<file path="config.mk">
export PLATFORM = sky130hd
export DESIGN_NAME = compare_counter
export DESIGN_NICKNAME = d
export VERILOG_FILES = /design/src/rtl/compare_counter.sv
export SDC_FILE = /design/constraint.sdc
export NUM_CORES = 1
export LEC_CHECK = 0
export ABC_AREA = 1
export CAP_MARGIN = 15
export CORE_MARGIN = 1
export CORE_UTILIZATION = 54
export DETAILED_ROUTE_END_ITERATION = 8
export GPL_ROUTABILITY_DRIVEN = 0
export PLACE_DENSITY = 0.9
export SLEW_MARGIN = 0
export SYNTH_ARGS = -nofsm -noshare
export SYNTH_HDL_FRONTEND = slang
export SYNTH_SLANG_ARGS = --single-unit
</file>
<file path="constraint.sdc">
create_clock -name i_clk -period 4.7 [get_ports i_clk]
set_input_delay 0.94 -clock i_clk [delete_from_list [all_inputs] [get_ports i_clk]]
set_output_delay 0.94 -clock i_clk [all_outputs]
set_load 0.005 [all_outputs]
</file>
<file path="src/rtl/compare_counter.sv">
// General-purpose timer core: up/down/centre-aligned counting, one-shot, CHANNELS compare units.
// Optional prescaler built only when COMPARE_COUNTER_PRESCALER_EN is defined.
module compare_counter #(
  parameter int BITS     = 8,
  parameter int CHANNELS = 2,
  parameter int PRE_BITS = 4
) (
  input  logic                     i_clk,
  input  logic                     i_rst,
  input  logic                     i_ena,
  input  logic [1:0]               i_mode,
  input  logic                     i_oneshot,
  input  logic                     i_start,
  input  logic                     i_stop,
  input  logic [BITS-1:0]          i_top,
  input  logic [BITS-1:0]          i_value,
  input  logic                     i_load,
  input  logic [PRE_BITS-1:0]      i_prescale,
  input  logic [CHANNELS*BITS-1:0] i_cmp,
  output logic [BITS-1:0]          o_out,
  output logic                     o_ovf,
  output logic                     o_running,
  output logic                     o_dir,
  output logic [CHANNELS-1:0]      o_match,
  output logic [CHANNELS-1:0]      o_cmp_out
);
  localparam logic [BITS-1:0] ONE = BITS'(1);

  logic [BITS-1:0]     r_cnt;
  logic                r_dir, r_running, r_ovf;
  logic [CHANNELS-1:0] r_cmp_out;
  logic [CHANNELS-1:0] w_lt;
  logic                w_pre_term, w_tick;
  logic [BITS-1:0]     w_nxt_cnt;
  logic                w_nxt_dir, w_wrap;

`ifdef COMPARE_COUNTER_PRESCALER_EN
  logic [PRE_BITS-1:0] r_pre;
  // >= rather than == so a prescale lowered mid-count still terminates
  assign w_pre_term = (r_pre >= i_prescale);

  always_ff @(posedge i_clk) begin
    if (i_rst || i_load || (!i_stop && i_start))
      r_pre <= '0;
    else if (!i_stop && r_running && i_ena)
      r_pre <= w_pre_term ? '0 : r_pre + PRE_BITS'(1);
  end
`else
  logic w_unused_prescale;
  assign w_unused_prescale = ^i_prescale;
  assign w_pre_term        = 1'b1;
`endif

  assign w_tick = r_running & i_ena & w_pre_term;

  always_comb begin
    w_nxt_cnt = r_cnt;
    w_nxt_dir = r_dir;
    w_wrap    = 1'b0;
    case (i_mode)
      2'b01: begin
        w_nxt_dir = 1'b0;
        if (r_cnt == '0) begin
          w_nxt_cnt = i_top;
          w_wrap    = 1'b1;
        end else begin
          w_nxt_cnt = r_cnt - ONE;
        end
      end
      2'b10: begin
        // top = 0 would otherwise bounce to top-1 = all ones
        if (i_top == '0) begin
          w_nxt_cnt = '0;
          w_wrap    = 1'b1;
        end else if (r_dir && r_cnt >= i_top) begin
          w_nxt_dir = 1'b0;
          w_nxt_cnt = i_top - ONE;
        end else if (!r_dir && r_cnt == '0) begin
          w_nxt_dir = 1'b1;
          w_nxt_cnt = ONE;
          w_wrap    = 1'b1;
        end else begin
          w_nxt_cnt = r_dir ? r_cnt + ONE : r_cnt - ONE;
        end
      end
      default: begin
        w_nxt_dir = 1'b1;
        if (r_cnt >= i_top) begin
          w_nxt_cnt = '0;
          w_wrap    = 1'b1;
        end else begin
          w_nxt_cnt = r_cnt + ONE;
        end
      end
    endcase
  end

  for (genvar g = 0; g < CHANNELS; g++) begin : g_ch
    logic [BITS-1:0] w_cmpv;
    assign w_cmpv     = i_cmp[g*BITS +: BITS];
    assign o_match[g] = r_running & (r_cnt == w_cmpv);
    assign w_lt[g]    = r_running & (r_cnt < w_cmpv);
  end

  always_ff @(posedge i_clk) begin
    if (i_rst) begin
      r_cnt     <= '0;
      r_dir     <= 1'b1;
      r_running <= 1'b0;
      r_ovf     <= 1'b0;
      r_cmp_out <= '0;
    end else begin
      r_ovf     <= 1'b0;
      r_cmp_out <= w_lt;
      if (i_load) begin
        r_cnt <= i_value;
      end else if (i_stop) begin
        r_running <= 1'b0;
      end else if (i_start) begin
        r_running <= 1'b1;
        r_cnt     <= (i_mode == 2'b01) ? i_top : '0;
        r_dir     <= (i_mode != 2'b01);
      end else if (w_tick) begin
        r_cnt <= w_nxt_cnt;
        r_dir <= w_nxt_dir;
        if (w_wrap) begin
          r_ovf <= 1'b1;
          if (i_oneshot) r_running <= 1'b0;
        end
      end
    end
  end

  assign o_out     = r_cnt;
  assign o_ovf     = r_ovf;
  assign o_running = r_running;
  assign o_dir     = r_dir;
  assign o_cmp_out = r_cmp_out;
endmodule

</file>
==> results.md, run 1 <==
* Hold_sp: o_running
* Reg-to-Reg Start: o_out[3]
* Initial antenna violation count at 0
* Count leader, synth: nand2_1
* Top cells by count, synth: nand2_1, inv_1, nand3_1
* First-pass DRT Iterations at 5
* WHS Path Cells at 2
* Max IR drop VDD at 0.000127 V
* IO Port Bufs at 55
* Req. time, crit path at 3760 ps
* YS warnings at 0
* Die area at 0.00459 mm^2
* Clock root cell: clkbuf_8
* Status: completed
* Final setup violation count at 0
* Resized cells post-CTS at 0
* CTS tree: built
* CTS Sinks at 13
* Dpl hpwl at 5.54 mm
* Top FF cell, synth: dfxtp_1
* Ys async rst share at 0%
* Overflow after GRT at 0
* Final WL at 7.17 mm
* Fill count at 354
* Post-synth EDFFs at 0
* Post-DRT Antenna Nets at 0
* Final min period at 3550 ps
* Yosys reg bits at 13
* Global Route Usage Sum at 34.4%
* Cell taking the most area after synthesis: nand2_1
* Drt drc at 0
* Core Footprint at 0.00409 mm^2
* Synth cell types at 40
* Largest net degree at the start of global routing at 19
* Max-cap violation count at 0
* Nets@finish at 509
* Fmax at 0.282 GHz
* Antenna cells at 0
* Most frequent cell on the critical path: clkdlybuf4s50_1
* Worst-path cell chain: clkdlybuf4s50_1, inv_1, ha_1, nand2_1, nor4_1, clkdlybuf4s50_1
* Critical Path Max Stage Delay at 550 ps
* Crit path depth at 6
* I/O pin count at 60
* Max-slew violations at 0
* Family with the most delay on the worst path: buffers and inverters
* Number of placement rows at 23
* Post-CTS setup repair buffer count at 0
* Die span in x at 67.7 um
* H-tree lvl count at 1
* Starting DRT DRC Count at 262
* Worst skew pair latency at 250 ps
* Pwr/cell area at 175 mW/mm^2
* CP max FO at 3
* Post-synthesis cell area at 0.00233 mm^2
* CP Launch Point: i_cmp[13]
* Top-area cell type share of the netlist area at 16.7%
* Post-Syn Nets at 463
* Lkg Pwr at 1.46 nW
* Die height at 67.7 um
* Final Cycle Share at 75.5%
* Bufs on Longest Clock Path at 2
* Crit path DAT at 2610 ps
* Via count at 2,797
* Final Skew at 1.83 ps
* CTS Hold Bufs at 0
* Fin util at 70.8%
* First-pass GRT wire length at 11.8 mm
* Synth top area cells: nand2_1, ha_1, dfxtp_1, nand3_1, inv_1
* Final hold violations at 0
* TNS Setup at 0 ps
* Vias in the first global route at 2,611
* Post-Synthesis Cells at 388
* Num CTS Buffers at 3
* Initial Util at 57.1%
* Worst setup path class: primary input to output pin
* Avg Cell Area, Syn at 6.01 um^2
* Post-synthesis sequential area ratio at 11.2%
* Worst Tran Pin Value at 862 ps
* Worst-path clk slew at 60 ps
* Element type at the critical path end: output pin
* Share of cells above drive strength 1 at 5.54%
* CP bufs+invs at 3
* Reg2reg path depth at 17
* CP startpoint kind: primary input
* Critical path's slowest cell: clkdlybuf4s50_1
* Area growth syn-to-layout at 24.0%
* Post-DR wirelength/cell at 14.8 um
* Vias per cell at 5.79
* RSZ-0062 raised after global routing: false
* Min-delay worst type: register to register
* Slew HR at 42.6%
## metrics by stage
| step | worst slack, ps | hold WS (ps) | std cells | instance area (um^2) | power (mW) |
|---|---|---|---|---|---|
| 6_report | 1150 | 579 | 483 | 2890 | 0.506 |
| 5_1_grt | 1030 | 616 | 483 | 2890 | 0.544 |
| 3_5_place_dp | 1070 | 574 | 479 | 2850 | 0.391 |
| 4_1_cts | 1130 | 582 | 483 | 2890 | 0.498 |
| 2_1_floorplan | 2140 | 508 | 388 | 2330 | 0.308 |
| 3_3_place_gp | 1150 | 541 | 479 | 2850 | 0.383 |
## worst reg2reg max path, stage by stage, from the launching register on
cell     delay (ps)
dfxtp_1         750
ha_1            380
nand2_1          70
inv_1            50
nand2_1          60
nand2_1          50
nand2_1          80
nand3_2         250
nand2_1         320
nand2_1          90
nand3_1          90
nand2_1          90
nand2_1          80
nand2_1          60
nand2_1          50
nand2_1          60
nand2_1          50
a21oi_1          60
## where the power goes
group	total [mW]	leakage [nW]	internal, mW	switching, mW
clock	0.109	0.0228	0.0602	0.0488
combinational	0.261	1.33	0.112	0.149
sequential	0.136	0.107	0.116	0.0192
total	0.506	1.46	0.288	0.217
## cells in the final DEF (no fill, tap or decap), types with 2 or more instances in the layout
master,n
nor2_2,2
o211ai_1,3
nand4_1,4
a22oi_1,4
inv_1,52
o21ai_1,4
dfxtp_1,13
clkdlybuf4s50_1,55
nand2_1,104
xor2_1,10
a21oi_2,3
nand3_2,3
a21oi_1,22
nand3_1,50
inv_2,3
nor2_4,3
o21ai_0,13
clkbuf_8,3
ha_1,30
nor3_1,4
nor2_1,29
## worst paths after layout
| path | endpoint | slack, ps |
|---|---|---|
| max | o_match[1] | 1150 |
| min | o_running | 580 |
| max reg2reg | o_out[2] | 1940 |
| min reg2reg | o_running | 580 |
## kinds of logic (layout without fill, tap and decap cells)
family                     after synthesis  after routing  synth area share, %
and+or+nand+nor                        205            205                 40.2
buffers and inverters                   71            116                 13.5
AOI/OAI and AO/OA                       58             58                 15.0
adders and majority gates               30             30                 16.1
DFF                                     13             13                 11.2
xor gates and xnor gates                11             11                 4.13
## sequential cells by signal, indices dropped and copies added, names as in the netlist
name       cells
o_cmp_out      2
o_dir          1
o_ovf          1
o_running      1
o_out          8
## final cells by class
class	count	area (um^2)	share of cell area, %
clock buffers	4	45.0	1.56
repair buffers	56	558	19.3
flip-flops and latches	13	260	8.99
multi-input cells	304	1760	60.7
inverters	56	210	7.26
well taps	50	62.6	2.16
## layer usage
layer	GRT usage, %	wire length, um	vias to the layer above
met5	0	0	-
met4	15.4	187	0
met3	4.56	703	22
met2	56.8	3400	167
met1	43.9	2880	1248
li1	-	-	1360
(Power assumes the default switching activity.)
==> run 2: changes to the inputs <==
--- a/config.mk
+++ b/config.mk
@@ -8,10 +8,10 @@
 export ABC_AREA = 1
 export CAP_MARGIN = 15
 export CORE_MARGIN = 1
-export CORE_UTILIZATION = 54
+export CORE_UTILIZATION = 46
 export DETAILED_ROUTE_END_ITERATION = 8
 export GPL_ROUTABILITY_DRIVEN = 0
-export PLACE_DENSITY = 0.9
+export PLACE_DENSITY = 0.82
 export SLEW_MARGIN = 0
 export SYNTH_ARGS = -nofsm -noshare
 export SYNTH_HDL_FRONTEND = slang
==> constraint.sdc (replaced) <==
create_clock -name i_clk -period 2.93 [get_ports i_clk]
set_input_delay 0.586 -clock i_clk [delete_from_list [all_inputs] [get_ports i_clk]]
set_output_delay 0.586 -clock i_clk [all_outputs]
set_load 0.005 [all_outputs]
==> run 2 against run 1 <==
Against the previous run: final cell count rose by 7.9%; power rose by 64%; final area rose by 6.5%; routed wire length rose by 4.5%; setup slack got worse by 1000 ps; clock power rose by 48%; combinational power rose by 76%; sequential cell count did not move; critical path type unchanged; sequential power rose by 55%.
==> results.md, run 2 (synthesis gave the netlist of run 1 again) <==
* Status: completed (unchanged)
* Fill count at 442 (was 354)
* Area occupied by multi-input gates at 0.00176 mm^2 (about the same)
* CTS tree: built (unchanged)
* Dpl hpwl at 5.96 mm (was 5.54 mm)
* Grt peak-use layer: met2 (unchanged)
* Final hold violations at 0 (unchanged)
* Worst-path clk slew at 60 ps (about the same)
* Overflow after GRT at 0 (unchanged)
* First-pass DRT Iterations at 5 (unchanged)
* Worst Tran Pin Value at 460 ps (was 862 ps)
* Global Route Usage Sum at 29.1% (was 34.4%)
* GRT met1 Usage at 39.3% (was 43.9%)
* Final Skew at 4.55 ps (was 1.83 ps)
* Largest net degree at the start of global routing at 18 (was 19)
* Slew HR at 68.5% (was 42.6%)
* Storage cell area at 260 um^2 (unchanged)
* Initial antenna violation count at 0 (unchanged)
* Area growth syn-to-layout at 32.1% (was 24.0%)
* Non-filler cells, final at 521 (was 483)
* Final Cycle Share at 95.7%
* Clock root cell: clkbuf_8 (unchanged)
* Final min period at 2800 ps
* Bufs on Longest Clock Path at 2 (unchanged)
* Min-delay worst type: register to register (unchanged)
* Via count at 2,878 (was 2,797)
* Share of cells above drive strength 1 at 10.1% (was 5.54%)
* H-tree lvl count at 1 (unchanged)
* Drt drc at 0 (unchanged)
* Worst skew pair latency at 240 ps (was 250 ps)
* Commonest non-fill, non-tap cells in the layout: nand2_1, clkdlybuf4s50_1, inv_1 (unchanged)
* Post-CTS setup repair buffer count at 0 (unchanged)
* Commonest non-fill, non-tap cell in the layout: nand2_1 (unchanged)
* Final WL at 7.49 mm (was 7.17 mm)
* Number of cells after detailed placement at 517 (was 479)
* Final setup violation count at 0 (unchanged)
* Fmax at 0.357 GHz
* Max IR drop VDD at 0.000198 V (was 0.000127 V)
* RSZ-0062 raised after global routing: false (unchanged)
* I/O pin count at 60 (unchanged)
* Die height at 73.2 um (was 67.7 um)
* Max-cap violation count at 0 (unchanged)
* Nets@finish at 530 (was 509)
* First-pass GRT wire length at 12.0 mm (was 11.8 mm)
* Worst setup path class: primary input to output pin (unchanged)
* Crit path DAT at 2220 ps (was 2610 ps)
* Antenna cells at 0 (unchanged)
* Initial Util at 48.4% (was 57.1%)
* Die span in x at 73.2 um (was 67.7 um)
* Starting DRT DRC Count at 414 (was 262)
* Die area at 0.00536 mm^2 (was 0.00459 mm^2)
* Req. time, crit path at 2340 ps (was 3760 ps)
* Vias in the first global route at 2,567 (was 2,611)
* GRT met2 Usage at 46.9% (was 56.8%)
* Post-DRT Antenna Nets at 0 (unchanged)
* CP startpoint kind: primary input (unchanged)
* CP max FO at 2 (was 3)
* Max FFs per register at 8 (unchanged)
* Lkg Pwr at 1.58 nW (was 1.46 nW)
* Post-DR wirelength/cell at 14.4 um (was 14.8 um)
* Vias per cell at 5.52 (was 5.79)
* Core Footprint at 0.00482 mm^2 (was 0.00409 mm^2)
* Pwr/cell area at 270 mW/mm^2 (was 175 mW/mm^2)
* TNS Setup at 0 ps (unchanged)
* CTS Sinks at 13 (unchanged)
* Element type at the critical path end: output pin (unchanged)
* IO Port Bufs at 55 (unchanged)
* Worst hold slack at 556 ps (was 579 ps)
* Met3 Use GR at 3.45% (was 4.56%)
* Max-slew violations at 0 (unchanged)
* Number of placement rows at 25 (was 23)
* Num CTS Buffers at 3 (unchanged)
run 2: changes by cell type in the layout (fill, tap and decap cells not counted):
cell and delta:
buf_4 +21, clkdlybuf4s50_1 -1, dlymetal6s2s_1 +1, nor4_1 -1, nor4_2 +1
run 2: area by class of cell:
class	instances	share of cell area [%]
Tap cell	67	2.72
Sequential cell	13	8.44
Timing Repair Buffer	77	23.3
Inverter	56	6.82
Clock buffer	4	1.46
Multi-Input combinational cell	304	57.2
run 2: repair_timing:
item | in CTS | in global routing
endpoints found under the setup margin | 0 | 1
resized for setup | 0 | 2
hold buffers | 0 | 0
run 2: path summary, 6_finish.rpt:
kind / slack [ps] / to / start / depth (start not counted)
setup reg to reg: 470 / o_out[4] / o_out[3] / 14
hold reg to reg: 560 / o_running / o_running / 2
setup / recovery: 130 / o_match[0] / i_cmp[3] / 8
hold / removal: 560 / o_running / o_running / 2
run 2: where the power goes:
| group | switching (mW) | internal, mW | total, mW |
|---|---|---|---|
| sequential | 0.0238 | 0.187 | 0.211 |
| clock | 0.0652 | 0.0961 | 0.161 |
| combinational | 0.258 | 0.202 | 0.460 |
| total | 0.347 | 0.485 | 0.832 |
run 2: layer usage:
metal	vias to the layer above	wire length, um
met5	-	0
met2	180	3360
met3	40	733
met4	0	292
met1	1252	3100
li1	1406	-
run 2: through the flow:
| step | setup WS (ps) | power [mW] | util (%) | area (um^2) |
|---|---|---|---|---|
| after floorplan | 795 | 0.494 | - | 2330 |
| after global placement | 64.8 | 0.648 | 62.9 | 3030 |
| after detailed placement | 49.3 | 0.658 | 62.9 | 3030 |
| after CTS | 25.7 | 0.819 | 63.8 | 3070 |
| after global routing | 37.3 | 0.883 | 64.0 | 3080 |
| final | 126 | 0.832 | 64.0 | 3080 |
run 2: critical path, stage by stage:
cell and delay (ps):
clkdlybuf4s50_1 450, inv_1 40, ha_1 280, nand2_1 50, inv_1 70, nand3_1 70, nor3_1 140, clkdlybuf4s50_1 530
==> run 3: changes to the inputs <==
--- a/config.mk
+++ b/config.mk
@@ -7,11 +7,11 @@
 export LEC_CHECK = 0
 export ABC_AREA = 1
 export CAP_MARGIN = 15
-export CORE_MARGIN = 1
+export CORE_MARGIN = 2
 export CORE_UTILIZATION = 46
 export DETAILED_ROUTE_END_ITERATION = 8
 export GPL_ROUTABILITY_DRIVEN = 0
-export PLACE_DENSITY = 0.82
+export PLACE_DENSITY = 0.79
 export SLEW_MARGIN = 0
 export SYNTH_ARGS = -nofsm -noshare
 export SYNTH_HDL_FRONTEND = slang
==> run 3 against run 2 <==
Against the previous run: setup slack better by 3.1 ps; final cell count is 0.19% lower; sequential power hardly changed; sequential share of layout area hardly changed; fmax is 0.11% higher; final area is 0.45% lower; core utilization is 0.29 points lower; global-route usage is 1.3 points lower; clock power hardly changed; highest routed layer unchanged.
==> results.md, run 3 (synthesis gave the netlist of run 1 again) <==
* Storage cell area at 260 um^2 (unchanged)
* Worst setup path class: primary input to output pin (unchanged)
* Final Cycle Share at 95.6% (was 95.7%)
* Die area at 0.00566 mm^2 (was 0.00536 mm^2)
* Final min period at 2800 ps (about the same)
* Max-slew violations at 0 (unchanged)
* Lkg Pwr at 1.57 nW (was 1.58 nW)
* Area growth syn-to-layout at 31.5% (was 32.1%)
* Global Route Usage Sum at 27.8% (was 29.1%)
* Initial antenna violation count at 0 (unchanged)
* Share of cells above drive strength 1 at 9.71% (was 10.1%)
* Commonest non-fill, non-tap cells in the layout: nand2_1, clkdlybuf4s50_1, inv_1 (unchanged)
* Max FFs per register at 8 (unchanged)
* Min-delay worst type: register to register (unchanged)
* Worst skew pair latency at 240 ps (about the same)
* IO Port Bufs at 55 (unchanged)
* Final hold violations at 0 (unchanged)
* Via count at 2,823 (was 2,878)
* Critical path's slowest cell: clkdlybuf4s50_1 (unchanged)
* Max-cap violation count at 0 (unchanged)
* Post-DRT Antenna Nets at 0 (unchanged)
* CTS Sinks at 13 (unchanged)
* CP bufs+invs at 4 (unchanged)
* Final setup violation count at 0 (unchanged)
* CTS Hold Bufs at 0 (unchanged)
* Core Footprint at 0.00482 mm^2 (unchanged)
* Element type at the critical path end: output pin (unchanged)
* Critical Path Max Stage Delay at 540 ps (was 530 ps)
* Clock root cell: clkbuf_8 (unchanged)
* CTS tree: built (unchanged)
* Nets@finish at 529 (was 530)
* Largest net degree at the start of global routing at 18 (unchanged)
* TNS Setup at 0 ps (unchanged)
* Bufs on Longest Clock Path at 2 (unchanged)
* Vias per cell at 5.43 (was 5.52)
* Worst Tran Pin Value at 564 ps (was 460 ps)
* Status: completed (unchanged)
* First-pass GRT wire length at 12.0 mm (about the same)
* Area occupied by multi-input gates at 0.00176 mm^2 (about the same)
* First-pass DRT Iterations at 5 (unchanged)
* Number of placement rows at 25 (unchanged)
* Worst-path clk slew at 50 ps (was 60 ps)
* Vias in the first global route at 2,570 (was 2,567)
* RSZ-0062 raised after global routing: false (unchanged)
* Die height at 75.2 um (was 73.2 um)
* Antenna cells at 0 (unchanged)
* CP max FO at 2 (unchanged)
* Worst-path cell chain: clkdlybuf4s50_1, inv_1, ha_1, nand2_1, inv_1, nand3_1, nor3_1, clkdlybuf4s50_1 (unchanged)
* Pwr/cell area at 269 mW/mm^2 (was 270 mW/mm^2)
* Drt drc at 0 (unchanged)
* Fill count at 478 (was 442)
* Slew HR at 62.4% (was 68.5%)
* Crit path DAT at 2220 ps (about the same)
* Req. time, crit path at 2340 ps (about the same)
* H-tree lvl count at 1 (unchanged)
* Starting DRT DRC Count at 397 (was 414)
* Place WS at 8.46 ps (was 49.3 ps)
* Overflow after GRT at 0 (unchanged)
* Final Skew at 0.805 ps (was 4.55 ps)
* Post-DR wirelength/cell at 14.3 um (was 14.4 um)
* Dpl hpwl at 6.02 mm (was 5.96 mm)
* CP startpoint kind: primary input (unchanged)
* Commonest non-fill, non-tap cell in the layout: nand2_1 (unchanged)
* I/O pin count at 60 (unchanged)
* Die span in x at 75.2 um (was 73.2 um)
* Power Total at 0.825 mW (was 0.832 mW)
* Setup slack after layout at 129 ps (was 126 ps)
* Fmax at 0.357 GHz (about the same)
* Final WL at 7.42 mm (was 7.49 mm)
* Initial Util at 48.4% (unchanged)
* Num CTS Buffers at 3 (unchanged)
* Family with the most delay on the worst path: buffers and inverters (unchanged)
* Max IR drop VDD at 0.000174 V (was 0.000198 V)
-- run 3: changes by cell type in the layout (fill, tap and decap cells not counted) --
cell	delta
buf_4	-1
nor4_1	+1
nor4_2	-1
-- run 3: routing by layer --
metal	vias to the layer above	wire length [um]	share of wire [%]	global-route usage (%)
li1	1409	-	-	-
met4	0	109	1.5	6.24
met2	132	3530	48	46.1
met5	-	0	0	0
met1	1265	3100	42	37.1
met3	17	683	9.2	5.89
-- run 3: worst paths after layout --
check                           startpoint          to  slack [ps]  cells after the start
worst min-delay path             o_running   o_running         570                      2
worst max register to register    o_out[3]    o_out[4]         470                     15
worst max-delay path              i_cmp[3]  o_match[0]         130                      8
worst min register to register   o_running   o_running         570                      2
-- run 3: report_power, final --
group	switching, mW	leakage [nW]	internal, mW	total [mW]
combinational	0.251	1.44	0.201	0.452
sequential	0.0265	0.107	0.187	0.213
clock	0.0636	0.0228	0.0960	0.160
-- run 3: layout make-up --
type	count	share of cell area [%]
Multi-Input combinational cell	304	57.3
Tap cell	67	2.73
Clock buffer	4	1.47
Sequential cell	13	8.48
Timing Repair Buffer	76	23.2
Inverter	56	6.85
-- run 3: what timing repair did --
action | CTS | global route
gates resized for setup | 0 | 1
setup endpoints to repair | 0 | 1
buffers inserted | 0 | 0
endpoints found under the hold margin | 0 | 0
-- run 3: worst min-delay path, cell delays in order, from the launching register on --
cell and delay [ps]:
dfxtp_1 370, nand3_1 110, nand2_1 50
-- run 3: through the flow --
step | util (%) | instances | cell area, um^2 | hold WS (ps)
CTS | 63.6 | 520 | 3070 | 568
finish | 63.7 | 520 | 3070 | 572
floorplan | - | 388 | 2330 | 508
global placement | 62.7 | 516 | 3020 | 549
detailed placement | 62.7 | 516 | 3020 | 555
global route | 63.7 | 520 | 3070 | 590
